**src/rtl/rs_branch_pkg.sv**
```systemverilog
// rtl/rs_branch_pkg.sv - shared constants, entry type and tag helper for the branch reservation station
//
// Purpose: widths reused from the core headers, station geometry, the stored
// entry layout, and the CDB tag-match helper used by the operand wakeup logic.
// Ports: none (package).

package rs_branch_pkg;

  localparam int DATA_LEN     = 32;
  localparam int ADDR_LEN     = 32;
  localparam int ALU_OP_WIDTH = 4;
  localparam int OPCODE_LEN   = 7;

  localparam int RS_BRANCH_ENTRY_NUM = 4;
  localparam int RS_BRANCH_ENTRY_SEL = 2;
  localparam int RRF_TAG_LEN         = 6;

  typedef struct packed {
    logic                    valid;
    logic [ALU_OP_WIDTH-1:0] alu_op;
    logic [OPCODE_LEN-1:0]   opcode;
    logic [ADDR_LEN-1:0]     pc;
    logic [DATA_LEN-1:0]     imm;
    logic [DATA_LEN-1:0]     src1;
    logic                    src1_valid;
    logic [DATA_LEN-1:0]     src2;
    logic                    src2_valid;
    logic [RRF_TAG_LEN-1:0]  rrftag;
    logic                    write_rrf;
  } rs_branch_entry_t;

  // A waiting operand keeps its producer tag in the low bits of the src field.
  function automatic logic tag_match(input logic                   cdb_valid,
                                     input logic [RRF_TAG_LEN-1:0] cdb_tag,
                                     input logic [RRF_TAG_LEN-1:0] src_tag);
    return cdb_valid && (cdb_tag == src_tag);
  endfunction

endpackage

```
**src/rtl/rs_branch_if.sv**
```systemverilog
// rtl/rs_branch_if.sv - dispatch, CDB, issue and status bundle of the branch reservation station
//
// Purpose: groups every non-clock/reset signal of rs_branch.
// Modports:
//   master - upstream side: drives kill, dispatch fields and both CDB ports;
//            observes issue, head fields, full and count.
//   slave  - the reservation station itself.

interface rs_branch_if;
  import rs_branch_pkg::*;

  logic                       kill_i;

  logic                       dispatch_we_i;
  logic [ALU_OP_WIDTH-1:0]    alu_op_i;
  logic [OPCODE_LEN-1:0]      opcode_i;
  logic [ADDR_LEN-1:0]        pc_i;
  logic [DATA_LEN-1:0]        imm_i;
  logic [DATA_LEN-1:0]        src1_i;
  logic [DATA_LEN-1:0]        src2_i;
  logic                       src1_valid_i;
  logic                       src2_valid_i;
  logic [RRF_TAG_LEN-1:0]     rrftag_i;
  logic                       write_rrf_i;

  logic                       cdb1_valid_i;
  logic [RRF_TAG_LEN-1:0]     cdb1_tag_i;
  logic [DATA_LEN-1:0]        cdb1_data_i;
  logic                       cdb2_valid_i;
  logic [RRF_TAG_LEN-1:0]     cdb2_tag_i;
  logic [DATA_LEN-1:0]        cdb2_data_i;

  logic                       issue_o;
  logic [ALU_OP_WIDTH-1:0]    ex_alu_op_o;
  logic [OPCODE_LEN-1:0]      ex_opcode_o;
  logic [ADDR_LEN-1:0]        ex_pc_o;
  logic [DATA_LEN-1:0]        ex_imm_o;
  logic [DATA_LEN-1:0]        ex_src1_o;
  logic [DATA_LEN-1:0]        ex_src2_o;
  logic [RRF_TAG_LEN-1:0]     ex_rrftag_o;
  logic                       ex_write_rrf_o;

  logic                       full_o;
  logic [RS_BRANCH_ENTRY_SEL:0] count_o;

  modport master (
    output kill_i, dispatch_we_i, alu_op_i, opcode_i, pc_i, imm_i,
           src1_i, src2_i, src1_valid_i, src2_valid_i, rrftag_i, write_rrf_i,
           cdb1_valid_i, cdb1_tag_i, cdb1_data_i,
           cdb2_valid_i, cdb2_tag_i, cdb2_data_i,
    input  issue_o, ex_alu_op_o, ex_opcode_o, ex_pc_o, ex_imm_o,
           ex_src1_o, ex_src2_o, ex_rrftag_o, ex_write_rrf_o,
           full_o, count_o
  );

  modport slave (
    input  kill_i, dispatch_we_i, alu_op_i, opcode_i, pc_i, imm_i,
           src1_i, src2_i, src1_valid_i, src2_valid_i, rrftag_i, write_rrf_i,
           cdb1_valid_i, cdb1_tag_i, cdb1_data_i,
           cdb2_valid_i, cdb2_tag_i, cdb2_data_i,
    output issue_o, ex_alu_op_o, ex_opcode_o, ex_pc_o, ex_imm_o,
           ex_src1_o, ex_src2_o, ex_rrftag_o, ex_write_rrf_o,
           full_o, count_o
  );

endinterface

```
**src/rtl/rs_branch_src_operand_wakeup.sv**
```systemverilog
// rtl/rs_branch_src_operand_wakeup.sv - one source operand's CDB capture logic
//
// Purpose: given a stored (or incoming) operand and both CDB ports, produce the
// operand value/valid for the next cycle. Port 1 wins when both ports carry the
// operand's tag.
// Ports:
//   src, src_valid             - current operand value (or tag) and valid flag
//   cdb1_valid/tag/data        - CDB port 1
//   cdb2_valid/tag/data        - CDB port 2
//   next_src, next_src_valid   - operand after capture

module src_operand_wakeup
  import rs_branch_pkg::*;
(
  input  logic [DATA_LEN-1:0]    src,
  input  logic                   src_valid,
  input  logic                   cdb1_valid,
  input  logic [RRF_TAG_LEN-1:0] cdb1_tag,
  input  logic [DATA_LEN-1:0]    cdb1_data,
  input  logic                   cdb2_valid,
  input  logic [RRF_TAG_LEN-1:0] cdb2_tag,
  input  logic [DATA_LEN-1:0]    cdb2_data,
  output logic [DATA_LEN-1:0]    next_src,
  output logic                   next_src_valid
);

  always_comb begin
    next_src       = src;
    next_src_valid = src_valid;
    if (!src_valid) begin
      if (tag_match(cdb1_valid, cdb1_tag, src[RRF_TAG_LEN-1:0])) begin
        next_src       = cdb1_data;
        next_src_valid = 1'b1;
      end else if (tag_match(cdb2_valid, cdb2_tag, src[RRF_TAG_LEN-1:0])) begin
        next_src       = cdb2_data;
        next_src_valid = 1'b1;
      end
    end
  end

endmodule

```
**src/rtl/rs_branch.sv**
```systemverilog
// rtl/rs_branch.sv - in-order reservation station for the branch pipe
//
// Purpose: circular buffer of RS_BRANCH_ENTRY_NUM branch/jump ops between
// dispatch and the branch unit. Missing operands are captured from two CDB
// ports; only the oldest op may issue, at most one per cycle.
// Ports:
//   clk_i        - clock
//   reset_i      - synchronous active-high reset
//   rs           - rs_branch_if.slave: kill, dispatch, CDB, issue, status
//   stall_cnt_o  - cycles with a valid but unready head (only when
//                  RS_BRANCH_STALL_CNT_EN is defined)
// Optional feature macro: RS_BRANCH_STALL_CNT_EN

module rs_branch
  import rs_branch_pkg::*;
(
  input  logic        clk_i,
  input  logic        reset_i,
  rs_branch_if.slave  rs
`ifdef RS_BRANCH_STALL_CNT_EN
  ,
  output logic [31:0] stall_cnt_o
`endif
);

  localparam int N   = RS_BRANCH_ENTRY_NUM;
  localparam int SEL = RS_BRANCH_ENTRY_SEL;
  localparam logic [SEL:0]   FULL_COUNT = N[SEL:0];
  localparam logic [SEL:0]   COUNT_ONE  = 1;
  localparam logic [SEL-1:0] PTR_ONE    = 1;

  rs_branch_entry_t ent_q [N];
  logic [SEL-1:0]   head_q;
  logic [SEL-1:0]   tail_q;
  logic [SEL:0]     count_q;

  logic [DATA_LEN-1:0] wk_src1       [N];
  logic                wk_src1_valid [N];
  logic [DATA_LEN-1:0] wk_src2       [N];
  logic                wk_src2_valid [N];

  rs_branch_entry_t head_ent;
  rs_branch_entry_t disp_ent;
  logic             head_ops_ready;
  logic             full;
  logic             issue;
  logic             dispatch_acc;

  // Per-entry wakeup: runs on every entry, results only committed for valid ones.
  for (genvar i = 0; i < N; i++) begin : g_wake
    src_operand_wakeup u_wake_src1 (
      .src            (ent_q[i].src1),
      .src_valid      (ent_q[i].src1_valid),
      .cdb1_valid     (rs.cdb1_valid_i),
      .cdb1_tag       (rs.cdb1_tag_i),
      .cdb1_data      (rs.cdb1_data_i),
      .cdb2_valid     (rs.cdb2_valid_i),
      .cdb2_tag       (rs.cdb2_tag_i),
      .cdb2_data      (rs.cdb2_data_i),
      .next_src       (wk_src1[i]),
      .next_src_valid (wk_src1_valid[i])
    );
    src_operand_wakeup u_wake_src2 (
      .src            (ent_q[i].src2),
      .src_valid      (ent_q[i].src2_valid),
      .cdb1_valid     (rs.cdb1_valid_i),
      .cdb1_tag       (rs.cdb1_tag_i),
      .cdb1_data      (rs.cdb1_data_i),
      .cdb2_valid     (rs.cdb2_valid_i),
      .cdb2_tag       (rs.cdb2_tag_i),
      .cdb2_data      (rs.cdb2_data_i),
      .next_src       (wk_src2[i]),
      .next_src_valid (wk_src2_valid[i])
    );
  end

  // Dispatch-cycle bypass so an op whose producer broadcasts this cycle
  // is stored already ready.
  logic [DATA_LEN-1:0] disp_src1;
  logic                disp_src1_valid;
  logic [DATA_LEN-1:0] disp_src2;
  logic                disp_src2_valid;

  src_operand_wakeup u_disp_src1 (
    .src            (rs.src1_i),
    .src_valid      (rs.src1_valid_i),
    .cdb1_valid     (rs.cdb1_valid_i),
    .cdb1_tag       (rs.cdb1_tag_i),
    .cdb1_data      (rs.cdb1_data_i),
    .cdb2_valid     (rs.cdb2_valid_i),
    .cdb2_tag       (rs.cdb2_tag_i),
    .cdb2_data      (rs.cdb2_data_i),
    .next_src       (disp_src1),
    .next_src_valid (disp_src1_valid)
  );

  src_operand_wakeup u_disp_src2 (
    .src            (rs.src2_i),
    .src_valid      (rs.src2_valid_i),
    .cdb1_valid     (rs.cdb1_valid_i),
    .cdb1_tag       (rs.cdb1_tag_i),
    .cdb1_data      (rs.cdb1_data_i),
    .cdb2_valid     (rs.cdb2_valid_i),
    .cdb2_tag       (rs.cdb2_tag_i),
    .cdb2_data      (rs.cdb2_data_i),
    .next_src       (disp_src2),
    .next_src_valid (disp_src2_valid)
  );

  always_comb begin
    disp_ent            = '0;
    disp_ent.valid      = 1'b1;
    disp_ent.alu_op     = rs.alu_op_i;
    disp_ent.opcode     = rs.opcode_i;
    disp_ent.pc         = rs.pc_i;
    disp_ent.imm        = rs.imm_i;
    disp_ent.src1       = disp_src1;
    disp_ent.src1_valid = disp_src1_valid;
    disp_ent.src2       = disp_src2;
    disp_ent.src2_valid = disp_src2_valid;
    disp_ent.rrftag     = rs.rrftag_i;
    disp_ent.write_rrf  = rs.write_rrf_i;
  end

  assign head_ent       = ent_q[head_q];
  assign head_ops_ready = head_ent.src1_valid & head_ent.src2_valid;
  assign full           = (count_q == FULL_COUNT);

  // Readiness comes from stored state only; a same-cycle CDB hit on the head
  // lands in the entry and issues next cycle. Reset acts as a kill.
  assign issue        = head_ent.valid & head_ops_ready & ~rs.kill_i & ~reset_i;
  // full is the start-of-cycle count, so a simultaneous issue never frees a slot.
  assign dispatch_acc = rs.dispatch_we_i & ~full & ~rs.kill_i;

  always_ff @(posedge clk_i) begin
    if (reset_i || rs.kill_i) begin
      head_q  <= '0;
      tail_q  <= '0;
      count_q <= '0;
      for (int i = 0; i < N; i++) begin
        ent_q[i] <= '0;
      end
    end else begin
      for (int i = 0; i < N; i++) begin
        if (ent_q[i].valid) begin
          ent_q[i].src1       <= wk_src1[i];
          ent_q[i].src1_valid <= wk_src1_valid[i];
          ent_q[i].src2       <= wk_src2[i];
          ent_q[i].src2_valid <= wk_src2_valid[i];
        end
      end
      if (issue) begin
        ent_q[head_q].valid <= 1'b0;
        head_q              <= head_q + PTR_ONE;
      end
      // Tail only equals head when empty or full, so this never collides
      // with the issue write above.
      if (dispatch_acc) begin
        ent_q[tail_q] <= disp_ent;
        tail_q        <= tail_q + PTR_ONE;
      end
      case ({dispatch_acc, issue})
        2'b10:   count_q <= count_q + COUNT_ONE;
        2'b01:   count_q <= count_q - COUNT_ONE;
        default: count_q <= count_q;
      endcase
    end
  end

  assign rs.issue_o        = issue;
  assign rs.ex_alu_op_o    = head_ent.alu_op;
  assign rs.ex_opcode_o    = head_ent.opcode;
  assign rs.ex_pc_o        = head_ent.pc;
  assign rs.ex_imm_o       = head_ent.imm;
  assign rs.ex_src1_o      = head_ent.src1;
  assign rs.ex_src2_o      = head_ent.src2;
  assign rs.ex_rrftag_o    = head_ent.rrftag;
  assign rs.ex_write_rrf_o = head_ent.write_rrf;
  assign rs.full_o         = full;
  assign rs.count_o        = count_q;

`ifdef RS_BRANCH_STALL_CNT_EN
  logic [31:0] stall_cnt_q;

  // Survives kill on purpose: it measures stalls across flushes.
  always_ff @(posedge clk_i) begin
    if (reset_i) begin
      stall_cnt_q <= '0;
    end else if (head_ent.valid && !head_ops_ready && !rs.kill_i && (stall_cnt_q != '1)) begin
      stall_cnt_q <= stall_cnt_q + 32'd1;
    end
  end

  assign stall_cnt_o = stall_cnt_q;
`endif

endmodule

```
**src/flat_wrapper.sv**
```systemverilog
// flat-port wrapper written by rule: the top's interface ports become plain ports
module rs_branch_flat import rs_branch_pkg::*;
  (clk_i, reset_i, rs_kill_i, rs_dispatch_we_i, rs_alu_op_i, rs_opcode_i, rs_pc_i, rs_imm_i, rs_src1_i, rs_src2_i, rs_src1_valid_i, rs_src2_valid_i, rs_rrftag_i, rs_write_rrf_i, rs_cdb1_valid_i, rs_cdb1_tag_i, rs_cdb1_data_i, rs_cdb2_valid_i, rs_cdb2_tag_i, rs_cdb2_data_i, rs_issue_o, rs_ex_alu_op_o, rs_ex_opcode_o, rs_ex_pc_o, rs_ex_imm_o, rs_ex_src1_o, rs_ex_src2_o, rs_ex_rrftag_o, rs_ex_write_rrf_o, rs_full_o, rs_count_o);
  rs_branch_if rs_i ();
  input  logic clk_i;
  input  logic reset_i;
  input wire logic [$bits(rs_i.kill_i)-1:0] rs_kill_i;
  input wire logic [$bits(rs_i.dispatch_we_i)-1:0] rs_dispatch_we_i;
  input wire logic [$bits(rs_i.alu_op_i)-1:0] rs_alu_op_i;
  input wire logic [$bits(rs_i.opcode_i)-1:0] rs_opcode_i;
  input wire logic [$bits(rs_i.pc_i)-1:0] rs_pc_i;
  input wire logic [$bits(rs_i.imm_i)-1:0] rs_imm_i;
  input wire logic [$bits(rs_i.src1_i)-1:0] rs_src1_i;
  input wire logic [$bits(rs_i.src2_i)-1:0] rs_src2_i;
  input wire logic [$bits(rs_i.src1_valid_i)-1:0] rs_src1_valid_i;
  input wire logic [$bits(rs_i.src2_valid_i)-1:0] rs_src2_valid_i;
  input wire logic [$bits(rs_i.rrftag_i)-1:0] rs_rrftag_i;
  input wire logic [$bits(rs_i.write_rrf_i)-1:0] rs_write_rrf_i;
  input wire logic [$bits(rs_i.cdb1_valid_i)-1:0] rs_cdb1_valid_i;
  input wire logic [$bits(rs_i.cdb1_tag_i)-1:0] rs_cdb1_tag_i;
  input wire logic [$bits(rs_i.cdb1_data_i)-1:0] rs_cdb1_data_i;
  input wire logic [$bits(rs_i.cdb2_valid_i)-1:0] rs_cdb2_valid_i;
  input wire logic [$bits(rs_i.cdb2_tag_i)-1:0] rs_cdb2_tag_i;
  input wire logic [$bits(rs_i.cdb2_data_i)-1:0] rs_cdb2_data_i;
  output wire logic [$bits(rs_i.issue_o)-1:0] rs_issue_o;
  output wire logic [$bits(rs_i.ex_alu_op_o)-1:0] rs_ex_alu_op_o;
  output wire logic [$bits(rs_i.ex_opcode_o)-1:0] rs_ex_opcode_o;
  output wire logic [$bits(rs_i.ex_pc_o)-1:0] rs_ex_pc_o;
  output wire logic [$bits(rs_i.ex_imm_o)-1:0] rs_ex_imm_o;
  output wire logic [$bits(rs_i.ex_src1_o)-1:0] rs_ex_src1_o;
  output wire logic [$bits(rs_i.ex_src2_o)-1:0] rs_ex_src2_o;
  output wire logic [$bits(rs_i.ex_rrftag_o)-1:0] rs_ex_rrftag_o;
  output wire logic [$bits(rs_i.ex_write_rrf_o)-1:0] rs_ex_write_rrf_o;
  output wire logic [$bits(rs_i.full_o)-1:0] rs_full_o;
  output wire logic [$bits(rs_i.count_o)-1:0] rs_count_o;
  assign rs_i.kill_i = rs_kill_i;
  assign rs_i.dispatch_we_i = rs_dispatch_we_i;
  assign rs_i.alu_op_i = rs_alu_op_i;
  assign rs_i.opcode_i = rs_opcode_i;
  assign rs_i.pc_i = rs_pc_i;
  assign rs_i.imm_i = rs_imm_i;
  assign rs_i.src1_i = rs_src1_i;
  assign rs_i.src2_i = rs_src2_i;
  assign rs_i.src1_valid_i = rs_src1_valid_i;
  assign rs_i.src2_valid_i = rs_src2_valid_i;
  assign rs_i.rrftag_i = rs_rrftag_i;
  assign rs_i.write_rrf_i = rs_write_rrf_i;
  assign rs_i.cdb1_valid_i = rs_cdb1_valid_i;
  assign rs_i.cdb1_tag_i = rs_cdb1_tag_i;
  assign rs_i.cdb1_data_i = rs_cdb1_data_i;
  assign rs_i.cdb2_valid_i = rs_cdb2_valid_i;
  assign rs_i.cdb2_tag_i = rs_cdb2_tag_i;
  assign rs_i.cdb2_data_i = rs_cdb2_data_i;
  assign rs_issue_o = rs_i.issue_o;
  assign rs_ex_alu_op_o = rs_i.ex_alu_op_o;
  assign rs_ex_opcode_o = rs_i.ex_opcode_o;
  assign rs_ex_pc_o = rs_i.ex_pc_o;
  assign rs_ex_imm_o = rs_i.ex_imm_o;
  assign rs_ex_src1_o = rs_i.ex_src1_o;
  assign rs_ex_src2_o = rs_i.ex_src2_o;
  assign rs_ex_rrftag_o = rs_i.ex_rrftag_o;
  assign rs_ex_write_rrf_o = rs_i.ex_write_rrf_o;
  assign rs_full_o = rs_i.full_o;
  assign rs_count_o = rs_i.count_o;
  rs_branch u_core (.clk_i(clk_i), .reset_i(reset_i), .rs(rs_i));
endmodule
```
**config.mk**
```make
export PLATFORM = sky130hd
export DESIGN_NAME = rs_branch_flat
export DESIGN_NICKNAME = d
export VERILOG_FILES = /design/src/rtl/rs_branch_pkg.sv /design/src/rtl/rs_branch_if.sv /design/src/rtl/rs_branch_src_operand_wakeup.sv /design/src/rtl/rs_branch.sv /design/src/flat_wrapper.sv
export SDC_FILE = /design/constraint.sdc
export NUM_CORES = 1
export LEC_CHECK = 0
export BUFFER_PORTS_ARGS = -buffer_cell sky130_fd_sc_hd__clkbuf_2
export CORE_MARGIN = 3
export CORE_UTILIZATION = 30
export DETAILED_ROUTE_END_ITERATION = 12
export GPL_ROUTABILITY_DRIVEN = 0
export SYNTH_ARGS = -nofsm -noshare
export SYNTH_HDL_FRONTEND = slang
export SYNTH_SLANG_ARGS = --single-unit
```
**constraint.sdc**
```tcl
create_clock -name clk_i -period 4.3 [get_ports clk_i]
set_clock_uncertainty 0.05 [all_clocks]
set_input_delay 0.215 -clock clk_i [delete_from_list [all_inputs] [get_ports clk_i]]
set_output_delay 0.215 -clock clk_i [all_outputs]
set_load 0.03 [all_outputs]
```
==> results of run 1 <==
final cells by class:
cell class | count | share of cell area
sequential | 605 | 0.4453
clock inverter | 31 | 0.006361
multi-input combinational | 1635 | 0.3590
antenna | 12 | 0.0007411
inverter | 8 | 0.0009881
timing repair buffer | 587 | 0.09647
clock buffer | 88 | 0.04515
tap | 1488 | 0.04595
layout by cell type (no fill, tap or decap), types with 54 or more instances in the layout:
cell / instances
xor2_1: 67
xnor2_1: 57
edfxtp_1: 592
mux4_2: 146
clkbuf_2: 380
nor2_1: 235
mux2i_1: 257
a221o_1: 212
dlygate4sd3_1: 146
clkbuf_16: 70
and2_1: 328
buf_4: 54
how the worst min path moves through the flow:
stage | startpoint | endpoint
3_3_place_gp | u_core.rs.count_o[2] | u_core.rs.count_o[2]
2_1_floorplan | rs_write_rrf_i | u_core.ent_q[0][0]
5_1_grt | rs_kill_i | u_core.rs.count_o[2]
6_report | rs_kill_i | u_core.rs.count_o[2]
4_1_cts | rs_kill_i | u_core.rs.count_o[2]
3_5_place_dp | u_core.rs.count_o[2] | u_core.rs.count_o[2]
stage by stage:
| stage | instance area (um2) | power, mW | util | worst slack [ns] | hold WS (ns) |
|---|---|---|---|---|---|
| 5_1_grt | 40490 | 14.39 | 0.3644 | 0.5716 | 0.1014 |
| 3_5_place_dp | 36940 | 8.386 | 0.3324 | 0.7858 | 0.4468 |
| 4_1_cts | 40490 | 14.05 | 0.3643 | 0.7428 | 0.03853 |
| 2_1_floorplan | 33720 | 7.804 | - | 0.6400 | 0.3632 |
| 3_3_place_gp | 36940 | 8.370 | 0.3324 | 0.7961 | 0.4384 |
| 6_report | 40520 | 13.96 | 0.3646 | 0.8460 | 0.07524 |
flip-flops by register name, summed over array words and instances (netlist names), named ones only:
name,count
u_core.rs.count_o,3
u_core.tail_q,2
u_core.ent_q,596
u_core.head_q,2
logic make-up (layout without fill, tap and decap cells):
logic type,count (synthesis),count (layout),share of synthesized area
flops,605,605,0.5349
compound gates,398,398,0.1039
buf+inv,297,714,0.03826
fa+ha+maj,10,10,0.003933
simple gates,700,700,0.1130
other cells,0,12,0
xor+xnor,124,124,0.03221
mux,403,403,0.1738
worst max-delay path, stage by stage, from the launching register on:
cell	delay, ns
dfxtp_1	0.41
nor3b_1	0.09
nor2b_1	0.82
a21oi_1	0.41
inv_4	0.63
buf_4	0.60
report_power, final:
part           switching (mW)  leakage, nW  total (mW)  internal (mW)
sequential              0.108         6.77        6.87           6.77
clock                    2.43         1.02        5.57           3.15
combinational           0.976         7.08        1.52          0.541
what timing repair did:
item | CTS | global route
hold buffers | 146 | 0
endpoints found under the hold margin | 571 | 0
gates resized for setup | 0 | 0
per-layer routing:
layer | share of wire | global-route usage | vias up
met3 | 0.082 | 0.03748 | 196
li1 | - | - | 10560
met5 | 0.00071 | 0 | -
met1 | 0.42 | 0.2614 | 12200
met2 | 0.46 | 0.3088 | 1243
met4 | 0.035 | 0.07355 | 14
==> impl_metrics.csv, run 1 <==
group,metric,value,unit
placed_design,hpwlAfterDp,73140,um
sta,drv_slew,0,
job,drv_cap,0,
global_routing,grtUsageTotal,0.1938,
worst_hold_path,worstHoldPathCells,3,
synthesis,synth_edf_count,592,
sta,worst_slew_pin_slew,1.131,ns
final_layout,area_growth,20.16,%
worst_setup_path,reg2reg_slack,0.85,ns
synthesis,synth_area_leaders,"edfxtp_1 (53%), mux4_2 (9.8%), mux2i_1 (7.6%)",
final_layout,stdcell_count,4454,
worst_setup_path,r2r_end,"u_core.ent_q[1][105]",
worst_hold_path,hp-class,"in2reg",
worst_setup_path,ff2ff_path_depth,5,
routing,drtIter0Drc,2442,
placed_design,dp.cells,4177,
final_layout,drive_gt1_frac,0.2519,
synthesis,syn_avg_cell_area,13.29,um2
clocking,clockBufferDepth,3,
synthesis,synth-seq-cells,605,
die,die-area,116500,um2
placed_design,io_buffer_count,380,
synthesis,ys_seq_area_frac,0.5349,
global_routing,antenna_found_initial,19,
synthesis,synth_most_common_cell,"edfxtp_1",
sta,relSlewSlack,0.2435,
global_routing,grt_overflow,0,
sta,period_share,0.8033,
clocking,clk_latency,0.63,ns
clocking,cts_tree,"built",
routing,avgRoutedWirePerCell,26.04,um
die,core-area,111100,um2
synthesis,synthFlopType,"edfxtp_1",
clocking,clk_pin_slew,0.05,ns
synthesis,syn_area,33720,um2
die,die_height,341.3,um
pwr,leakagePower,14.86,nW
clocking,cts.sinks,605,
die,initial_core_util,0.3034,
synthesis,synth_cell_type_count,48,
worst_setup_path,end_kind,"flip-flop",
pwr,p_per_area,344.6,nW/um2
synthesis,yosysWarningCount,0,
clocking,root_buffer,"clkbuf_16",
sta,setup_tns,0,ns
sta,max_freq,289.5,MHz
die,ios,381,
sta,rsz0062_at_grt,"no",
pwr,ir_drop,0.0002637,V
clocking,cts-buffers-inserted,70,
final_layout,final_nets,3147,
die,dieWidth,341.3,um
synthesis,synth_common_cells,"edfxtp_1 (592), and2_1 (328), mux2i_1 (257)",
synthesis,syn_nets,2777,
worst_setup_path,crit_path_max_fanout,46,
synthesis,async_flop_share,0,
global_routing,grt_pass1_wl,168000,um
worst_setup_path,worstSetupPathType,"reg2reg",
worst_setup_path,arrival,3.66,ns
synthesis,synth_top_area_share,0.5272,
global_routing,grt_max_degree,69,
synthesis,postSynthCellCount,2537,
worst_setup_path,startpoint_type,"flip-flop",
routing,drc_errors,0,
worst_setup_path,crit_required,4.51,ns
die,rows,122,
worst_setup_path,rr_startpoint,"u_core.rs.count_o[0]",
routing,route.final.wire_length,116000,um
worst_setup_path,critPathLaunch,"u_core.rs.count_o[0]",
clocking,post_cts_buffers,0,
worst_setup_path,crit_end,"u_core.ent_q[1][105]",
routing,vias,24220,
global_routing,grt_pass1_vias,24180,
status,status,"completed",
routing,via_per_inst,5.437,
routing,final_antenna_net_count,0,
final_layout,multi_input_area,14550,um2
final_layout,seq_area,18040,um2
final_layout,num-fill-cells,10850,
synthesis,yosysTopAreaCell,"edfxtp_1",
routing,drtPass1Iterations,6,
clocking,htreeDepth,3,
sta,finalHoldViolCount,0,
sta,setup_viol_count_final,0,
sta,period_needed,3.454,ns
No activity file was read; power rests on OpenSTA's default activity.
==> run 2: changes to the inputs <==
Clock period 4.3 ns to 3.54 ns, I/O delays scaled along.
==> impl_metrics.csv, run 2 (same netlist as run 1, synthesis figures left out) <==
group,metric,value,unit
worst_setup_path,cpMaxStageDelayCell,"mux4_2",
global_routing,grt_pass1_wl,169500,um
final_layout,final_common_cell,"edfxtp_1",
pwr,total_power,17.24,mW
sta,setup_viol_count_final,0,
clocking,post_cts_buffers,0,
worst_setup_path,end_kind,"primary output",
sta,max_freq,343.1,MHz
sta,setup_tns,0,ns
die,core-area,111100,um2
clocking,cts-buffers-inserted,71,
worst_setup_path,path_cells,"buf_12, mux4_2, clkbuf_2",
worst_setup_path,crit_end,"rs_ex_pc_o[5]",
pwr,p_seq_frac,0.484,
clocking,clk_pin_slew,0.06,ns
worst_setup_path,r2r_end,"u_core.ent_q[3][50]",
final_layout,multi_input_area,14560,um2
worst_setup_path,cp_num_cells,3,
sta,worst_slew_pin_slew,1.068,ns
placed_design,hpwlAfterDp,73810,um
final_layout,final_nets,3160,
placed_design,io_buffer_count,380,
final_layout,num-fill-cells,10790,
sta,drv_slew,0,
routing,drc_errors,0,
sta,relSlewSlack,0.2883,
routing,avgRoutedWirePerCell,26.05,um
worst_setup_path,crit_path_max_fanout,101,
clocking,cts_tree,"built",
global_routing,antenna_found_initial,11,
pwr,power.share.combinational,0.108,
sta,finalHoldViolCount,0,
pwr,leakagePower,15.03,nW
worst_hold_path,hp-class,"in2reg",
worst_setup_path,worstSetupPathType,"reg2out",
routing,drtIter0Drc,2401,
die,initial_core_util,0.3034,
worst_setup_path,crit_required,3.31,ns
routing,final_antenna_net_count,0,
final_layout,seq_area,18040,um2
die,dieWidth,341.3,um
final_layout,area_growth,21.23,%
pwr,p_per_area,421.8,nW/um2
sta,rsz0062_at_grt,"no",
worst_setup_path,rr_startpoint,"u_core.ent_q[3][41]",
worst_setup_path,ff2ff_path_depth,6,
clocking,htreeDepth,3,
final_layout,largest_reg_flops,596,
worst_setup_path,startpoint_type,"flip-flop",
worst_setup_path,critPathTopFamily,"buffers and inverters",
clocking,cts.sinks,605,
pwr,switching_share,0.2530,
routing,via_per_inst,5.424,
global_routing,grt_pass1_vias,24320,
global_routing,grt_max_degree,102,
worst_setup_path,arrival,2.69,ns
routing,route.final.wire_length,116400,um
placed_design,dp.cells,4188,
pwr,p_int,12.88,mW
worst_setup_path,reg2reg_slack,0.74,ns
clocking,clk_latency,0.64,ns
clocking,cts_resized,0,
worst_setup_path,worst_path_largest_cell_delay,0.64,ns
pwr,p_clk_frac,0.408,
status,status,"completed",
worst_setup_path,worst-path-buf-inv,2,
final_layout,drive_gt1_frac,0.2577,
global_routing,grt_overflow,0,
final_layout,final_cell_mix,"edfxtp_1 (592), clkbuf_2 (380), and2_1 (328)",
die,rows,122,
die,ios,381,
pwr,ir_drop,0.0003143,V
job,drv_cap,0,
pwr,switchingPower,4.363,mW
die,die_height,341.3,um
routing,vias,24230,
clocking,root_buffer,"clkbuf_16",
clocking,clockBufferDepth,3,
routing,drtPass1Iterations,5,
final_layout,stdcell_count,4468,
global_routing,grtUsageTotal,0.1944,
die,die-area,116500,um2
final_layout,top_register,"u_core.ent_q",
sta,period_share,0.8233,
sta,period_needed,2.914,ns
[run 2: cell types whose count changed in the layout (fill, tap and decap cells not counted), sizes merged]
cell and change:
bufinv +1, inv +2, diode -4, clkinvlp +1
clkbuf +2, dlygate4sd3 +1, buf +11
[run 2: timing repair]
item | 4_1_cts | 5_1_grt
hold buffers | 147 | 0
endpoints found under the setup margin | 0 | 0
endpoints found under the hold margin | 591 | 0
[run 2: layout make-up]
| class | count | share of cell area |
|---|---|---|
| Timing Repair Buffer | 599 | 0.1022 |
| Multi-Input combinational cell | 1635 | 0.3561 |
| Antenna cell | 8 | 0.0004897 |
| Tap cell | 1488 | 0.04555 |
| Clock buffer | 90 | 0.04573 |
| Sequential cell | 605 | 0.4414 |
| Inverter | 8 | 0.0009795 |
| Clock inverter | 35 | 0.007530 |
[run 2: worst min path at each step]
stage / startpoint / endpoint / slack [ns] / cells past startpoint
3_3_place_gp: u_core.rs.count_o[2] / u_core.rs.count_o[2] / 0.43 / 2
5_1_grt: rs_cdb1_data_i[24] / u_core.ent_q[1][65] / 0.11 / 4
4_1_cts: rs_cdb1_data_i[3] / u_core.ent_q[2][44] / 0.05 / 4
2_1_floorplan: rs_write_rrf_i / u_core.ent_q[0][0] / 0.33 / 1
3_5_place_dp: rs_rrftag_i[4] / u_core.ent_q[1][5] / 0.44 / 2
6_report: rs_cdb1_data_i[3] / u_core.ent_q[2][44] / 0.1 / 4
[run 2: power groups by stage]
| stage | sequential, mW | clock (mW) | combinational, mW |
|---|---|---|---|
| 5_1_grt | 8.38 | 7.44 | 1.97 |
| 6_report | 8.35 | 7.03 | 1.86 |
| 4_1_cts | 8.35 | 7.16 | 1.87 |
| 3_5_place_dp | 8.50 | 0 | 1.72 |
| 2_1_floorplan | 8.45 | 0 | 1.03 |
| 3_3_place_gp | 8.48 | 0 | 1.71 |
[run 2: per-stage QoR]
stage	setup slack [ns]	instance area (um2)	utilization	hold slack (ns)
global route	0.4933	40860	0.3677	0.1101
global placement	0.7860	37210	0.3348	0.4343
finish	0.6256	40880	0.3679	0.09811
floorplan	0.09457	33730	-	0.3252
CTS	0.5488	40860	0.3677	0.05086
detailed placement	0.7544	37210	0.3348	0.4431
[run 2: per-layer routing]
metal  track usage  wire length, um  up-vias
li1              -                -    10590
met1        0.2681            49220    12320
met2        0.3164            55540     1165
met3       0.03464             9307      155
met4       0.04942             2277        8
met5             0               44        -
[run 2: worst min-delay path: stages]
cell	delay, ns
clkbuf_2	0.21
mux2i_1	0.11
a2bb2oi_1	0.12
o21ai_0	0.06
